**config.mk**
```make
export PLATFORM = sky130hd
export DESIGN_NAME = key_injector
export DESIGN_NICKNAME = d
export VERILOG_FILES = /design/src/rtl/key_injector.sv
export SDC_FILE = /design/constraint.sdc
export NUM_CORES = 1
export LEC_CHECK = 0
export ABC_AREA = 0
export CAP_MARGIN = 10
export CORE_MARGIN = 4
export CORE_UTILIZATION = 45
export CTS_CLUSTER_DIAMETER = 150
export DETAILED_ROUTE_END_ITERATION = 7
export DONT_BUFFER_PORTS = 1
export PLACE_DENSITY = 0.66
export SLEW_MARGIN = 20
export SYNTH_ARGS = -nofsm -noshare
export SYNTH_HDL_FRONTEND = slang
export SYNTH_SLANG_ARGS = --single-unit
```
**constraint.sdc**
```tcl
create_clock -name hz100 -period 3.9 [get_ports hz100]
set_clock_uncertainty 0.15 [all_clocks]
set_input_delay 0.78 -clock hz100 [delete_from_list [all_inputs] [get_ports hz100]]
set_output_delay 0.78 -clock hz100 [all_outputs]
set_load 0.05 [all_outputs]
```
**src/rtl/key_injector.sv**
```systemverilog
// Keypad emulator: queues 5-bit key codes and replays each one as a timed press then release on a one-hot key bus.
// Optional build macro KEYINJ_DONE_EN adds the done/done_code release report outputs.
module key_injector #(
    parameter int NKEYS      = 20,
    parameter int CODE_W     = 5,
    parameter int DEPTH      = 4,
    parameter int HOLD_TICKS = 3,
    parameter int GAP_TICKS  = 2
) (
    input  logic                         hz100,
    input  logic                         reset,
    input  logic [CODE_W-1:0]            code_in,
    input  logic                         code_valid,
    output logic                         code_ready,
    output logic [NKEYS-1:0]             keys_out,
    output logic                         busy,
    output logic                         err,
    output logic [$clog2(DEPTH+1)-1:0]   level
`ifdef KEYINJ_DONE_EN
    ,
    output logic                         done,
    output logic [CODE_W-1:0]            done_code
`endif
);

    localparam int LVL_W = $clog2(DEPTH + 1);
    localparam int PTR_W = $clog2(DEPTH);
    localparam int MAX_T = (HOLD_TICKS > GAP_TICKS) ? HOLD_TICKS : GAP_TICKS;
    localparam int CNT_W = $clog2(MAX_T + 1);
    localparam logic [CODE_W:0]    KEY_LIM   = (CODE_W + 1)'(NKEYS);
    localparam logic [CNT_W-1:0]   HOLD_LOAD = CNT_W'(HOLD_TICKS - 1);
    localparam logic [CNT_W-1:0]   GAP_LOAD  = CNT_W'(GAP_TICKS - 1);
    localparam logic [CNT_W-1:0]   CNT_ZERO  = {CNT_W{1'b0}};
    localparam logic [LVL_W-1:0]   LVL_FULL  = LVL_W'(DEPTH);
    localparam logic [LVL_W-1:0]   LVL_ZERO  = {LVL_W{1'b0}};
    localparam logic [LVL_W-1:0]   LVL_ONE   = LVL_W'(1);
    localparam logic [PTR_W-1:0]   PTR_ONE   = PTR_W'(1);

    typedef enum logic [1:0] {
        S_IDLE  = 2'd0,
        S_PRESS = 2'd1,
        S_GAP   = 2'd2
    } state_t;

    state_t              r_state;
    state_t              w_state_nxt;
    logic [CNT_W-1:0]    r_cnt;
    logic [CNT_W-1:0]    w_cnt_nxt;
    logic [NKEYS-1:0]    r_keys;
    logic [NKEYS-1:0]    w_keys_nxt;
    logic                r_err;
    logic [CODE_W-1:0]   r_mem [DEPTH];
    logic [PTR_W-1:0]    r_wr_ptr;
    logic [PTR_W-1:0]    r_rd_ptr;
    logic [LVL_W-1:0]    r_level;

    logic                w_full;
    logic                w_empty;
    logic                w_accept;
    logic                w_in_range;
    logic                w_push;
    logic                w_pop;
    logic [CODE_W-1:0]   w_head;

    // Ready depends only on occupancy, so a same-cycle pop never lets a code through early.
    assign w_full     = (r_level == LVL_FULL);
    assign w_empty    = (r_level == LVL_ZERO);
    assign w_accept   = code_valid & ~w_full;
    assign w_in_range = ({1'b0, code_in} < KEY_LIM);
    assign w_push     = w_accept & w_in_range;
    assign w_head     = r_mem[r_rd_ptr];

    assign code_ready = ~w_full;
    assign keys_out   = r_keys;
    assign busy       = ~w_empty | (r_state != S_IDLE);
    assign err        = r_err;
    assign level      = r_level;

    // Press/release sequencer: next state, counter, key bus and FIFO pop.
    always_comb begin
        w_state_nxt = r_state;
        w_cnt_nxt   = r_cnt;
        w_keys_nxt  = r_keys;
        w_pop       = 1'b0;
        case (r_state)
            S_IDLE: begin
                if (!w_empty) begin
                    w_pop = 1'b1;
                end else begin
                    w_state_nxt = S_IDLE;
                end
            end
            S_PRESS: begin
                if (r_cnt == CNT_ZERO) begin
                    w_keys_nxt  = {NKEYS{1'b0}};
                    w_cnt_nxt   = GAP_LOAD;
                    w_state_nxt = S_GAP;
                end else begin
                    w_cnt_nxt = r_cnt - CNT_W'(1);
                end
            end
            S_GAP: begin
                if (r_cnt == CNT_ZERO) begin
                    if (!w_empty) begin
                        w_pop = 1'b1;
                    end else begin
                        w_state_nxt = S_IDLE;
                    end
                end else begin
                    w_cnt_nxt = r_cnt - CNT_W'(1);
                end
            end
            default: begin
                w_state_nxt = S_IDLE;
                w_cnt_nxt   = CNT_ZERO;
                w_keys_nxt  = {NKEYS{1'b0}};
            end
        endcase
        if (w_pop) begin
            w_state_nxt = S_PRESS;
            w_cnt_nxt   = HOLD_LOAD;
            w_keys_nxt  = NKEYS'(1) << w_head;
        end else begin
            w_cnt_nxt = w_cnt_nxt;
        end
    end

    // Sequencer state, key bus and error pulse registers.
    always_ff @(posedge hz100) begin
        if (reset) begin
            r_state <= S_IDLE;
            r_cnt   <= CNT_ZERO;
            r_keys  <= {NKEYS{1'b0}};
            r_err   <= 1'b0;
        end else begin
            r_state <= w_state_nxt;
            r_cnt   <= w_cnt_nxt;
            r_keys  <= w_keys_nxt;
            r_err   <= w_accept & ~w_in_range;
        end
    end

    // FIFO pointers and occupancy; storage is left unreset since pointers define validity.
    always_ff @(posedge hz100) begin
        if (reset) begin
            r_wr_ptr <= {PTR_W{1'b0}};
            r_rd_ptr <= {PTR_W{1'b0}};
            r_level  <= LVL_ZERO;
        end else begin
            if (w_push) begin
                r_mem[r_wr_ptr] <= code_in;
                r_wr_ptr        <= r_wr_ptr + PTR_ONE;
            end
            if (w_pop) begin
                r_rd_ptr <= r_rd_ptr + PTR_ONE;
            end
            case ({w_push, w_pop})
                2'b10:   r_level <= r_level + LVL_ONE;
                2'b01:   r_level <= r_level - LVL_ONE;
                default: r_level <= r_level;
            endcase
        end
    end

`ifdef KEYINJ_DONE_EN
    logic [CODE_W-1:0] r_cur_code;
    logic              r_done;
    logic [CODE_W-1:0] r_done_code;

    assign done      = r_done;
    assign done_code = r_done_code;

    // Release report: remember the pressed code, publish it on the PRESS->GAP edge.
    always_ff @(posedge hz100) begin
        if (reset) begin
            r_cur_code  <= {CODE_W{1'b0}};
            r_done      <= 1'b0;
            r_done_code <= {CODE_W{1'b0}};
        end else begin
            if (w_pop) begin
                r_cur_code <= w_head;
            end
            r_done <= (r_state == S_PRESS) && (r_cnt == CNT_ZERO);
            if ((r_state == S_PRESS) && (r_cnt == CNT_ZERO)) begin
                r_done_code <= r_cur_code;
            end
        end
    end
`endif

endmodule

```
==> impl_metrics.tcl <==
set metrics [dict create \
    setup_tns_ps 0 \
    cpPeakStageDelay_ps 720 \
    worstPathRequired_ps 3990 \
    drv_cap 0 \
    portBuffers 0 \
    htreeDepth 2 \
    min_period_ps 3120 \
    postCtsHoldBufs 0 \
    cp_cell_sequence "or3b_2 > nand3_1 > ha_1 > inv_1 > fa_1 > xor2_1 > or3_1 > a21oi_1" \
    layout_setup_ws_ps 778 \
    critical_path_class "reg -> reg" \
    num_rows 25 \
    leakage_nw 0.845 \
    routed_wl_mm 3.95 \
    cp_slowest_cell "dfxtp_1" \
    areaGrowthSynthToFinish_pct 6.25 \
    critical_path.startpoint_type "flip-flop" \
    hold_depth 2 \
    min_from "r_state[1]$_SDFFE_PP0P_" \
    power_mw 1.53 \
    synth_fp_nets 192 \
    routed_via_density 5.43 \
    ff2ff_path_depth 8 \
    insertedDiodeCount 0 \
    first_iter_violations 63 \
    drc 0 \
    vias 1324 \
    r2r-start "level[2]$_SDFFE_PP0P_" \
    cts_sinks 54 \
    die_y_microns 78.6 \
    regToRegSetupSlack_ps 780 \
    cts_resized 0 \
    slew_headroom_pct 45.1 \
    outcome "finished clean" \
    hold_path.class "reg -> reg" \
    drive_gt1_share_pct 13.6 \
    powerDensity_nw_per_um2 640 \
    final_util_pct 49.8 \
    placed_cells 236 \
    cp.arrival_ps 3210 \
    fmax_ghz 0.320 \
    dpl.hpwl_mm 2.98 \
    ios 34 \
    worstMarginPinSlew_ps 817 \
    cts_tree "yes" \
    dp_slack_ps 801 \
    endpoint_kind "flip-flop" \
    synth-seq-cells 54 \
    wl_per_cell_microns 16.2 \
    synth_cell_types 41 \
    antenna_left 0 \
    ys_warn_count 0 \
    antenna_found_initial 0 \
    rsz0062_at_grt "false" \
    path_max_fanout 6 \
    grt_overflow 0 \
    grt_start_max_net_pins 21 \
    cts_root_buffer "clkbuf_8" \
    syn_avg_cell_area_sq_um 13.0 \
    syn_inst 173 \
    crit_start "level[2]$_SDFFE_PP0P_" \
    grt_pass1_vias 1372 \
    cts.clk_slew.worst_paths_ps 100 \
    clk_latency_ps 300 \
    coreArea_sq_um 4790 \
    nets 195 \
    grt_pass1_wl_mm 6.55 \
    fin_crit_sh_pct 80.1 \
    finalHoldViolCount 0 \
    gp_congestion 0.779 \
    yosysSeqAreaShare_pct 57.1 \
    finalSetupViolations 0 \
    track_usage_pct 13.5 \
    cts_setup_buffers 0 \
    die_area_sq_um 6180 \
    n_fill_cell 427 \
    peakVddDrop_v 0.000344 \
    cts_made_buffers 5 \
    die_w_microns 78.6 \
    start_util_pct 46.9 \
    clockBufferDepth 2 \
    synth_area_sq_um 2240 \
    instances_no_fill 244 \
    slew_viol_final 0 \
    first_pass_iters 5 \
]
==> state kept, by name, summed over array words and instances (netlist names), named ones only <==
register	cells
err	1
keys_out	20
level	3
r_cnt	2
r_mem	20
r_rd_ptr	2
r_state	2
r_wr_ptr	2
==> synthesized netlist by cell type (all sizes together) <==
| cell type | instances | share of area [%] |
|---|---|---|
| a211oi | 2 | 0.67 |
| a21o | 1 | 0.33 |
| a21oi | 5 | 1.1 |
| a22o | 16 | 6.5 |
| a311oi | 1 | 0.39 |
| a32o | 4 | 1.8 |
| and2 | 4 | 1.1 |
| and3 | 1 | 0.28 |
| and3b | 3 | 1.4 |
| buf | 4 | 1.6 |
| clkbuf | 1 | 0.17 |
| dfxtp | 34 | 30 |
| edfxtp | 20 | 27 |
| fa | 1 | 0.89 |
| ha | 10 | 5.6 |
| inv | 10 | 1.7 |
| mux2i | 1 | 0.45 |
| mux4 | 5 | 5.4 |
| nand2 | 4 | 0.67 |
| nand2b | 2 | 0.56 |
| nand3 | 3 | 0.67 |
| nor2 | 16 | 2.7 |
| nor3 | 5 | 2.1 |
| nor3b | 4 | 2.0 |
| nor4 | 1 | 0.28 |
| o21ai | 5 | 1.1 |
| o22ai | 1 | 0.28 |
| o32a | 1 | 0.45 |
| or3 | 2 | 0.56 |
| or3b | 1 | 0.39 |
| xnor2 | 2 | 0.78 |
| xor2 | 3 | 1.2 |
==> report_power, final <==
group	leakage, nW	internal (mW)	total [mW]	switching (mW)
registers	0.457	0.637	0.752	0.114
clock network	0.0374	0.127	0.295	0.168
logic	0.350	0.175	0.480	0.305
total	0.845	0.939	1.53	0.587
==> stage by stage <==
step / hold slack [ps] / instance area [sq um]
6_report: 373 / 2380
5_1_grt: 365 / 2380
4_1_cts: 374 / 2380
3_5_place_dp: 357 / 2300
3_3_place_gp: 338 / 2300
2_1_floorplan: 318 / 2240
==> routing by layer <==
layer  vias up  global-route usage, %  share of wire (%)
li1        649                      -                  -
met1       630                   16.2                 44
met2        37                   22.7                 48
met3         8                   4.36                6.2
met4         0                   4.72                1.8
met5         -                      0                  0
==> cells by family after synthesis <==
logic type | count (synthesis) | share of synthesized area (%)
AO/OA/AOI/OAI | 36 | 12.6
XOR/XNOR | 5 | 1.95
adder cells (fa/ha/maj) | 11 | 6.47
buffers and inverters | 15 | 3.40
flip-flops | 54 | 57.1
multiplexers | 6 | 5.80
AND/OR/NAND/NOR | 46 | 12.7
==> placed cells by master (no fill, tap or decap), types with 5 or more instances in the layout <==
cell | synthesis | layout
a22o_1 | 12 | 12
clkbuf_8 | 0 | 5
ha_1 | 10 | 10
o21ai_0 | 5 | 5
inv_1 | 10 | 10
nor2_1 | 16 | 16
a21oi_1 | 5 | 5
dfxtp_1 | 34 | 34
edfxtp_1 | 20 | 20
==> final timing paths <==
| kind | to |
|---|---|
| max | level[2]$_SDFFE_PP0P_ |
| min | r_state[1]$_SDFFE_PP0P_ |
| max reg2reg | level[2]$_SDFFE_PP0P_ |
| min reg2reg | r_state[1]$_SDFFE_PP0P_ |
==> final cells by class <==
cell class                      instances  area, sq um  area share [%]
Tap cell                               67         83.8            3.52
Multi-Input combinational cell        104          886            37.2
Clock inverter                          2         15.0           0.630
Sequential cell                        54         1280            53.8
Timing Repair Buffer                    1         7.51           0.315
Clock buffer                            6         72.6            3.04
Inverter                               10         37.5            1.57
==> worst max-delay path, delay by kind of cell (launching register included) <==
family	cells	cell delay [ps]
simple gates	3	1230
compound gates	1	140
flops	1	720
fa+ha+maj	2	590
buf+inv	1	70
xor+xnor	1	160
No activity file was read; power rests on OpenSTA's default activity.
